$ cat src/rtl/pe_array_scheduler.sv
// pe_array_scheduler
// Job-level controller for the pe_wrapper convolution array.
//   - Holds the KxK weight bank (written over cfg_wr/cfg_addr/cfg_data while idle)
//     and presents it flat on pe_weightsIn, entry i at [i*WEIGHT_WIDTH +: WEIGHT_WIDTH].
//   - start/num_vectors launch a job; abort cancels it; busy/done report job status.
//   - in_valid/in_ready/in_data: upstream vector stream; each accepted vector is
//     registered onto pe_en/pe_dataIn for one cycle.
//   - out_valid/out_index tag the array result PIPE_LATENCY cycles after pe_en.
module pe_array_scheduler #(
    parameter int KERNEL_SIZE  = 3,
    parameter int DATA_WIDTH   = 8,
    parameter int WEIGHT_WIDTH = 8,
    parameter int PIPE_LATENCY = 4,
    parameter int CNT_W        = 16,
    parameter int IDX_W        = 4
) (
    input  logic                                       clk,
    input  logic                                       rstn,
    input  logic                                       cfg_wr,
    input  logic [IDX_W-1:0]                           cfg_addr,
    input  logic [WEIGHT_WIDTH-1:0]                    cfg_data,
    input  logic                                       start,
    input  logic                                       abort,
    input  logic [CNT_W-1:0]                           num_vectors,
    output logic                                       busy,
    output logic                                       done,
    input  logic                                       in_valid,
    output logic                                       in_ready,
    input  logic [DATA_WIDTH*KERNEL_SIZE-1:0]          in_data,
    output logic                                       pe_en,
    output logic [DATA_WIDTH*KERNEL_SIZE-1:0]          pe_dataIn,
    output logic [WEIGHT_WIDTH*KERNEL_SIZE*KERNEL_SIZE-1:0] pe_weightsIn,
    output logic                                       out_valid,
    output logic [CNT_W-1:0]                           out_index
);

    localparam int               NUM_W   = KERNEL_SIZE * KERNEL_SIZE;
    localparam logic [IDX_W:0]   NUM_W_C = NUM_W[IDX_W:0];
    localparam logic [CNT_W-1:0] CNT_ONE = CNT_W'(1);

    typedef enum logic [1:0] {
        ST_IDLE  = 2'd0,
        ST_RUN   = 2'd1,
        ST_DRAIN = 2'd2
    } state_t;

    state_t                            state_r;
    state_t                            state_next_s;
    logic [CNT_W-1:0]                  count_r;
    logic [CNT_W-1:0]                  issued_r;
    logic [CNT_W-1:0]                  retired_r;
    logic [PIPE_LATENCY-1:0]           valid_sr_r;
    logic [PIPE_LATENCY:0]             valid_chain_s;
    logic [WEIGHT_WIDTH*NUM_W-1:0]     weights_r;
    logic [DATA_WIDTH*KERNEL_SIZE-1:0] pe_data_r;
    logic                              pe_en_r;
    logic                              busy_r;
    logic                              done_r;
    logic                              done_next_s;
    logic                              job_start_s;
    logic                              fire_s;
    logic                              last_fire_s;
    logic                              last_out_s;
    logic                              in_ready_s;
    logic                              cfg_ok_s;

    // In RUN the issue count never reaches the latched count, since the last
    // handshake moves the FSM to DRAIN; the compare keeps in_ready self-limiting.
    assign in_ready_s  = (state_r == ST_RUN) && (issued_r < count_r);
    assign fire_s      = in_valid && in_ready_s && !abort;
    assign last_fire_s = fire_s && (issued_r == (count_r - CNT_ONE));
    assign last_out_s  = valid_sr_r[PIPE_LATENCY-1] && (retired_r == (count_r - CNT_ONE));
    assign cfg_ok_s    = cfg_wr && (state_r == ST_IDLE) && ({1'b0, cfg_addr} < NUM_W_C);

    // Bit 0 of the chain is the current pe_en; the register keeps the next PIPE_LATENCY stages.
    assign valid_chain_s = {valid_sr_r, pe_en_r};

    assign busy         = busy_r;
    assign done         = done_r;
    assign in_ready     = in_ready_s;
    assign pe_en        = pe_en_r;
    assign pe_dataIn    = pe_data_r;
    assign pe_weightsIn = weights_r;
    assign out_valid    = valid_sr_r[PIPE_LATENCY-1];
    assign out_index    = retired_r;

    // Next-state and job-control decode; abort overrides everything else.
    always_comb begin
        state_next_s = state_r;
        done_next_s  = 1'b0;
        job_start_s  = 1'b0;
        if (abort) begin
            state_next_s = ST_IDLE;
        end else begin
            case (state_r)
                ST_IDLE: begin
                    if (start) begin
                        if (num_vectors != '0) begin
                            state_next_s = ST_RUN;
                            job_start_s  = 1'b1;
                        end else begin
                            done_next_s = 1'b1;
                        end
                    end else begin
                        state_next_s = ST_IDLE;
                    end
                end
                ST_RUN: begin
                    if (last_fire_s) begin
                        state_next_s = ST_DRAIN;
                    end else begin
                        state_next_s = ST_RUN;
                    end
                end
                ST_DRAIN: begin
                    if (last_out_s) begin
                        state_next_s = ST_IDLE;
                        done_next_s  = 1'b1;
                    end else begin
                        state_next_s = ST_DRAIN;
                    end
                end
                default: begin
                    state_next_s = ST_IDLE;
                end
            endcase
        end
    end

    // State register with registered busy/done status.
    always_ff @(posedge clk or negedge rstn) begin
        if (!rstn) begin
            state_r <= ST_IDLE;
            busy_r  <= 1'b0;
            done_r  <= 1'b0;
        end else begin
            state_r <= state_next_s;
            busy_r  <= (state_next_s != ST_IDLE);
            done_r  <= done_next_s;
        end
    end

    // Job length latch plus issue/retire counters.
    always_ff @(posedge clk or negedge rstn) begin
        if (!rstn) begin
            count_r   <= '0;
            issued_r  <= '0;
            retired_r <= '0;
        end else if (abort) begin
            count_r   <= '0;
            issued_r  <= '0;
            retired_r <= '0;
        end else if (job_start_s) begin
            count_r   <= num_vectors;
            issued_r  <= '0;
            retired_r <= '0;
        end else begin
            if (fire_s) begin
                issued_r <= issued_r + CNT_ONE;
            end
            if (valid_sr_r[PIPE_LATENCY-1]) begin
                retired_r <= retired_r + CNT_ONE;
            end
        end
    end

    // Array drive: pe_en pulses per accepted vector, data holds through bubbles.
    always_ff @(posedge clk or negedge rstn) begin
        if (!rstn) begin
            pe_en_r   <= 1'b0;
            pe_data_r <= '0;
        end else begin
            pe_en_r <= fire_s;
            if (fire_s) begin
                pe_data_r <= in_data;
            end
        end
    end

    // Result-valid shift register tracking pe_en through the array latency.
    always_ff @(posedge clk or negedge rstn) begin
        if (!rstn) begin
            valid_sr_r <= '0;
        end else if (abort) begin
            valid_sr_r <= '0;
        end else begin
            valid_sr_r <= valid_chain_s[PIPE_LATENCY-1:0];
        end
    end

    // Weight bank: written only while idle, out-of-range addresses dropped.
    always_ff @(posedge clk or negedge rstn) begin
        if (!rstn) begin
            weights_r <= '0;
        end else begin
            for (int i = 0; i < NUM_W; i++) begin
                if (cfg_ok_s && (cfg_addr == IDX_W'(i))) begin
                    weights_r[i*WEIGHT_WIDTH +: WEIGHT_WIDTH] <= cfg_data;
                end
            end
        end
    end

endmodule

$ cat config.mk
export PLATFORM = sky130hd
export DESIGN_NAME = pe_array_scheduler
export DESIGN_NICKNAME = d
export VERILOG_FILES = /design/src/rtl/pe_array_scheduler.sv
export SDC_FILE = /design/constraint.sdc
export NUM_CORES = 1
export LEC_CHECK = 0
export BUFFER_PORTS_ARGS = -buffer_cell sky130_fd_sc_hd__buf_2
export CORE_MARGIN = 2
export CORE_UTILIZATION = 61
export CTS_BUF_LIST = sky130_fd_sc_hd__clkbuf_4 sky130_fd_sc_hd__clkbuf_8
export CTS_CLUSTER_DIAMETER = 40
export DETAILED_ROUTE_END_ITERATION = 8
export PLACE_DENSITY = 0.85
export SLEW_MARGIN = 20
export SYNTH_ARGS = -nofsm -noshare
export SYNTH_HDL_FRONTEND = slang
export SYNTH_SLANG_ARGS = --single-unit
$ cat constraint.sdc
create_clock -name clk -period 7.2 [get_ports clk]
set_clock_uncertainty 0.1 [all_clocks]
set_input_delay 1.44 -clock clk [delete_from_list [all_inputs] [get_ports clk]]
set_output_delay 1.44 -clock clk [all_outputs]
set_load 0.02 [all_outputs]
==> qor.txt <==
P&R area growth vs syn: 18.5%
CP Data Required Time: 5.66 ns
Slowest cell delay on critical path: 0.60 ns
Slew @ Worst Pin: 1.08 ns
Total grt overflow: 0
CTS tree: built
Placed instance count: 995
Wirelength, routed: 20700 um
Share of layout cells above drive strength 1: 0.386
Top cell type's share of synthesized area: 0.492
Async SR Flop Fraction: 1.00
Post-CTS resize count: 0
GPL Wtd Cong: 0.974
Cts bufs inserted: 17
Leak: 4.43 nW
Crit path top cell by count: inv_1
Max clock buf depth: 2
Synthesized area per cell: 11.5 sq um
Most frequent cells after synthesis: 153 x dfrtp_1, 97 x mux2_2, 66 x nor2_1, 26 x nand2_1
Post-synth EDFFs: 0
Post-synthesis mux area share: 0.168
Initial core utilization: 0.621
TNS Setup: 0 ns
HP Start: valid_sr_r[1]
Core area: 0.0125 sq mm
DR iter-0 viols: 468
Critical path, cell by cell: inv_1 > ha_1 > nand4_1 > a2111oi_0 > nor4_2 > o21ai_0 > inv_1 > buf_2
Root Driver: clkbuf_8
RSZ-0062 raised after global routing: false
Final HPWL DP: 15400 um
Syn. warnings: 0
Largest net degree at the start of global routing: 84
Top_reg_cell synth: dfrtp_1
GR Util All Layers: 0.315
Simple-gate share of the synthesized area: 0.156
Critical Path Slowest Stage Cell: a2111oi_0
Post-Synth Adder-Cell Area: 0.0306
CP max FO: 11
Fin crit period: 4.52 ns
Antenna cells: 0
Routed len/inst: 20.2 um
Initial antenna violation count: 0
Cts hold-fix bufs: 0
Final core occ: 0.736
Hold Vio Cnt, Final: 0
DR pass1 iterations: 5
Clock Latency Late Sink: 0.46 ns
Final instance count without filler cells: 1027
Worst path arrival time: 2.98 ns
Peak supply drop: 0.000196 V
Critical path capture point type: primary output
Max Clk Rate: 221 MHz
Vias after detailed routing: 6146
Number of global-route vias before repair: 6048
Unique masters post-synth: 62
Most frequent cell after synthesis: dfrtp_1
Max-cap viol count: 0
Slew Limit Fails: 0
Mapped Nets: 755
Final setup vio count: 0
Synth Area in XOR/XNOR: 0.0542
Placed cell areas: 0.00873 sq mm
Synth Area in Compound Gates: 0.0689
Startpoint Class: flop
# H-tree levels: 4
Area of the mapped netlist: 0.00777 sq mm
IO Count: 175
Critical path type: flop to primary output
Max transition margin: 0.276
Reg-to-Reg Start: count_r[8]
Clock Sinks: 153
Synthesized instance count: 678
Final nets: 920
CP Launch Point: count_r[8]
Postcts setup bufs: 0
Residual DRC: 0
Final Instance Area: 0.00921 sq mm
Post-route ant nets: 0
Post-synthesis sequential area ratio: 0.492
Die area: 0.0137 sq mm
Worst Hold Class: flop to flop
Synth area leaders: dfrtp_1 49%, mux2_2 14%, nor2_1 3.2%
Pwr per Cell Area: 284 mW/mm^2
Clk slew on worst S/H paths: 0.08 ns
Status: finished clean
Hold slack: 0.386 ns
Chip height: 117 um
Rows: 41
# port buffers: 174
Largest family of logic cells by synthesized area: multiplexers
#FFs+latches synth: 153
Period utilization: 0.628
Chip width: 117 um
Top cell type by total area after synthesis: dfrtp_1
Fill count: 905
Via-per-instance ratio: 5.98
First-pass GRT wire length: 32000 um
## cell type report
| type | instances | area (sq um) | share of cell area |
|---|---|---|---|
| Timing Repair Buffer | 177 | 920 | 0.0999 |
| Clock inverter | 9 | 161 | 0.0175 |
| Inverter | 23 | 86.3 | 0.00937 |
| Multi-Input combinational cell | 471 | 3710 | 0.403 |
| Tap cell | 172 | 215 | 0.0234 |
| Sequential cell | 153 | 3830 | 0.416 |
| Clock buffer | 22 | 290 | 0.0315 |
## per-layer routing
layer  track usage  wire (um)  up-vias  part of all wire
li1              -          -     2764                 -
met1         0.394       8390     3051              0.41
met2         0.499       9980      264              0.48
met3        0.0917       1410       67             0.068
met4         0.169        935        0             0.045
met5             0          0        -                 0
## cell families (layout without fill, tap and decap cells)
kind of cell | Yosys count | in the layout
buffers and inverters | 54 | 231
muxes | 118 | 118
DFF | 153 | 153
and+or+nand+nor | 215 | 215
AOI/OAI and AO/OA | 74 | 74
xor gates and xnor gates | 45 | 45
adders and majority gates | 19 | 19
## stage by stage
| step | total power, mW | setup slack (ns) |
|---|---|---|
| after detailed placement | 1.89 | 3.09 |
| after global placement | 1.85 | 3.15 |
| after CTS | 2.62 | 2.68 |
| after global routing | 2.73 | 2.41 |
| after floorplan | 1.59 | 3.45 |
| final | 2.61 | 2.68 |
## state kept, by name, indices dropped and copies added (netlist names)
register,flops
valid_sr_r,4
pe_weightsIn,72
state_r,2
pe_dataIn,24
issued_r,16
done,1
count_r,16
pe_en,1
out_index,16
busy,1
## placed cells by master, fill, tap and decap left out, types with 14 or more instances in the layout
| master | n |
|---|---|
| a21oi_1 | 14 |
| buf_2 | 173 |
| clkbuf_8 | 20 |
| dfrtp_1 | 153 |
| ha_1 | 19 |
| inv_1 | 22 |
| mux2_2 | 97 |
| mux2i_1 | 21 |
| nand2_1 | 26 |
| nand3_1 | 24 |
| nand4_1 | 16 |
| nor2_1 | 66 |
| xnor2_1 | 24 |
| xor2_1 | 19 |
## worst paths after layout
check | cells after the start | slack, ns | to
worst max-delay path | 8 | 2.68 | in_ready
worst min-delay path | 1 | 0.39 | valid_sr_r[2]
worst max register to register | 9 | 3.61 | issued_r[12]
worst min register to register | 1 | 0.39 | valid_sr_r[2]
max in group asynchronous | 3 | 5.01 | pe_weightsIn[34]
min in group asynchronous | 1 | 0.87 | count_r[13]
## critical path, delay by kind of cell, from the launching register on
kind | cells | cell delay [ns]
buffers and inverters | 3 | 0.39
flip-flops | 1 | 0.58
adder cells (fa/ha/maj) | 1 | 0.31
AND/OR/NAND/NOR | 2 | 0.33
AO/OA/AOI/OAI | 2 | 0.90
## where the power goes
group	internal (mW)	switching [mW]
clock network	0.415	0.322
registers	1.02	0.0990
logic	0.302	0.458
total	1.73	0.879
Note: power is estimated with default switching activity, not from simulation.
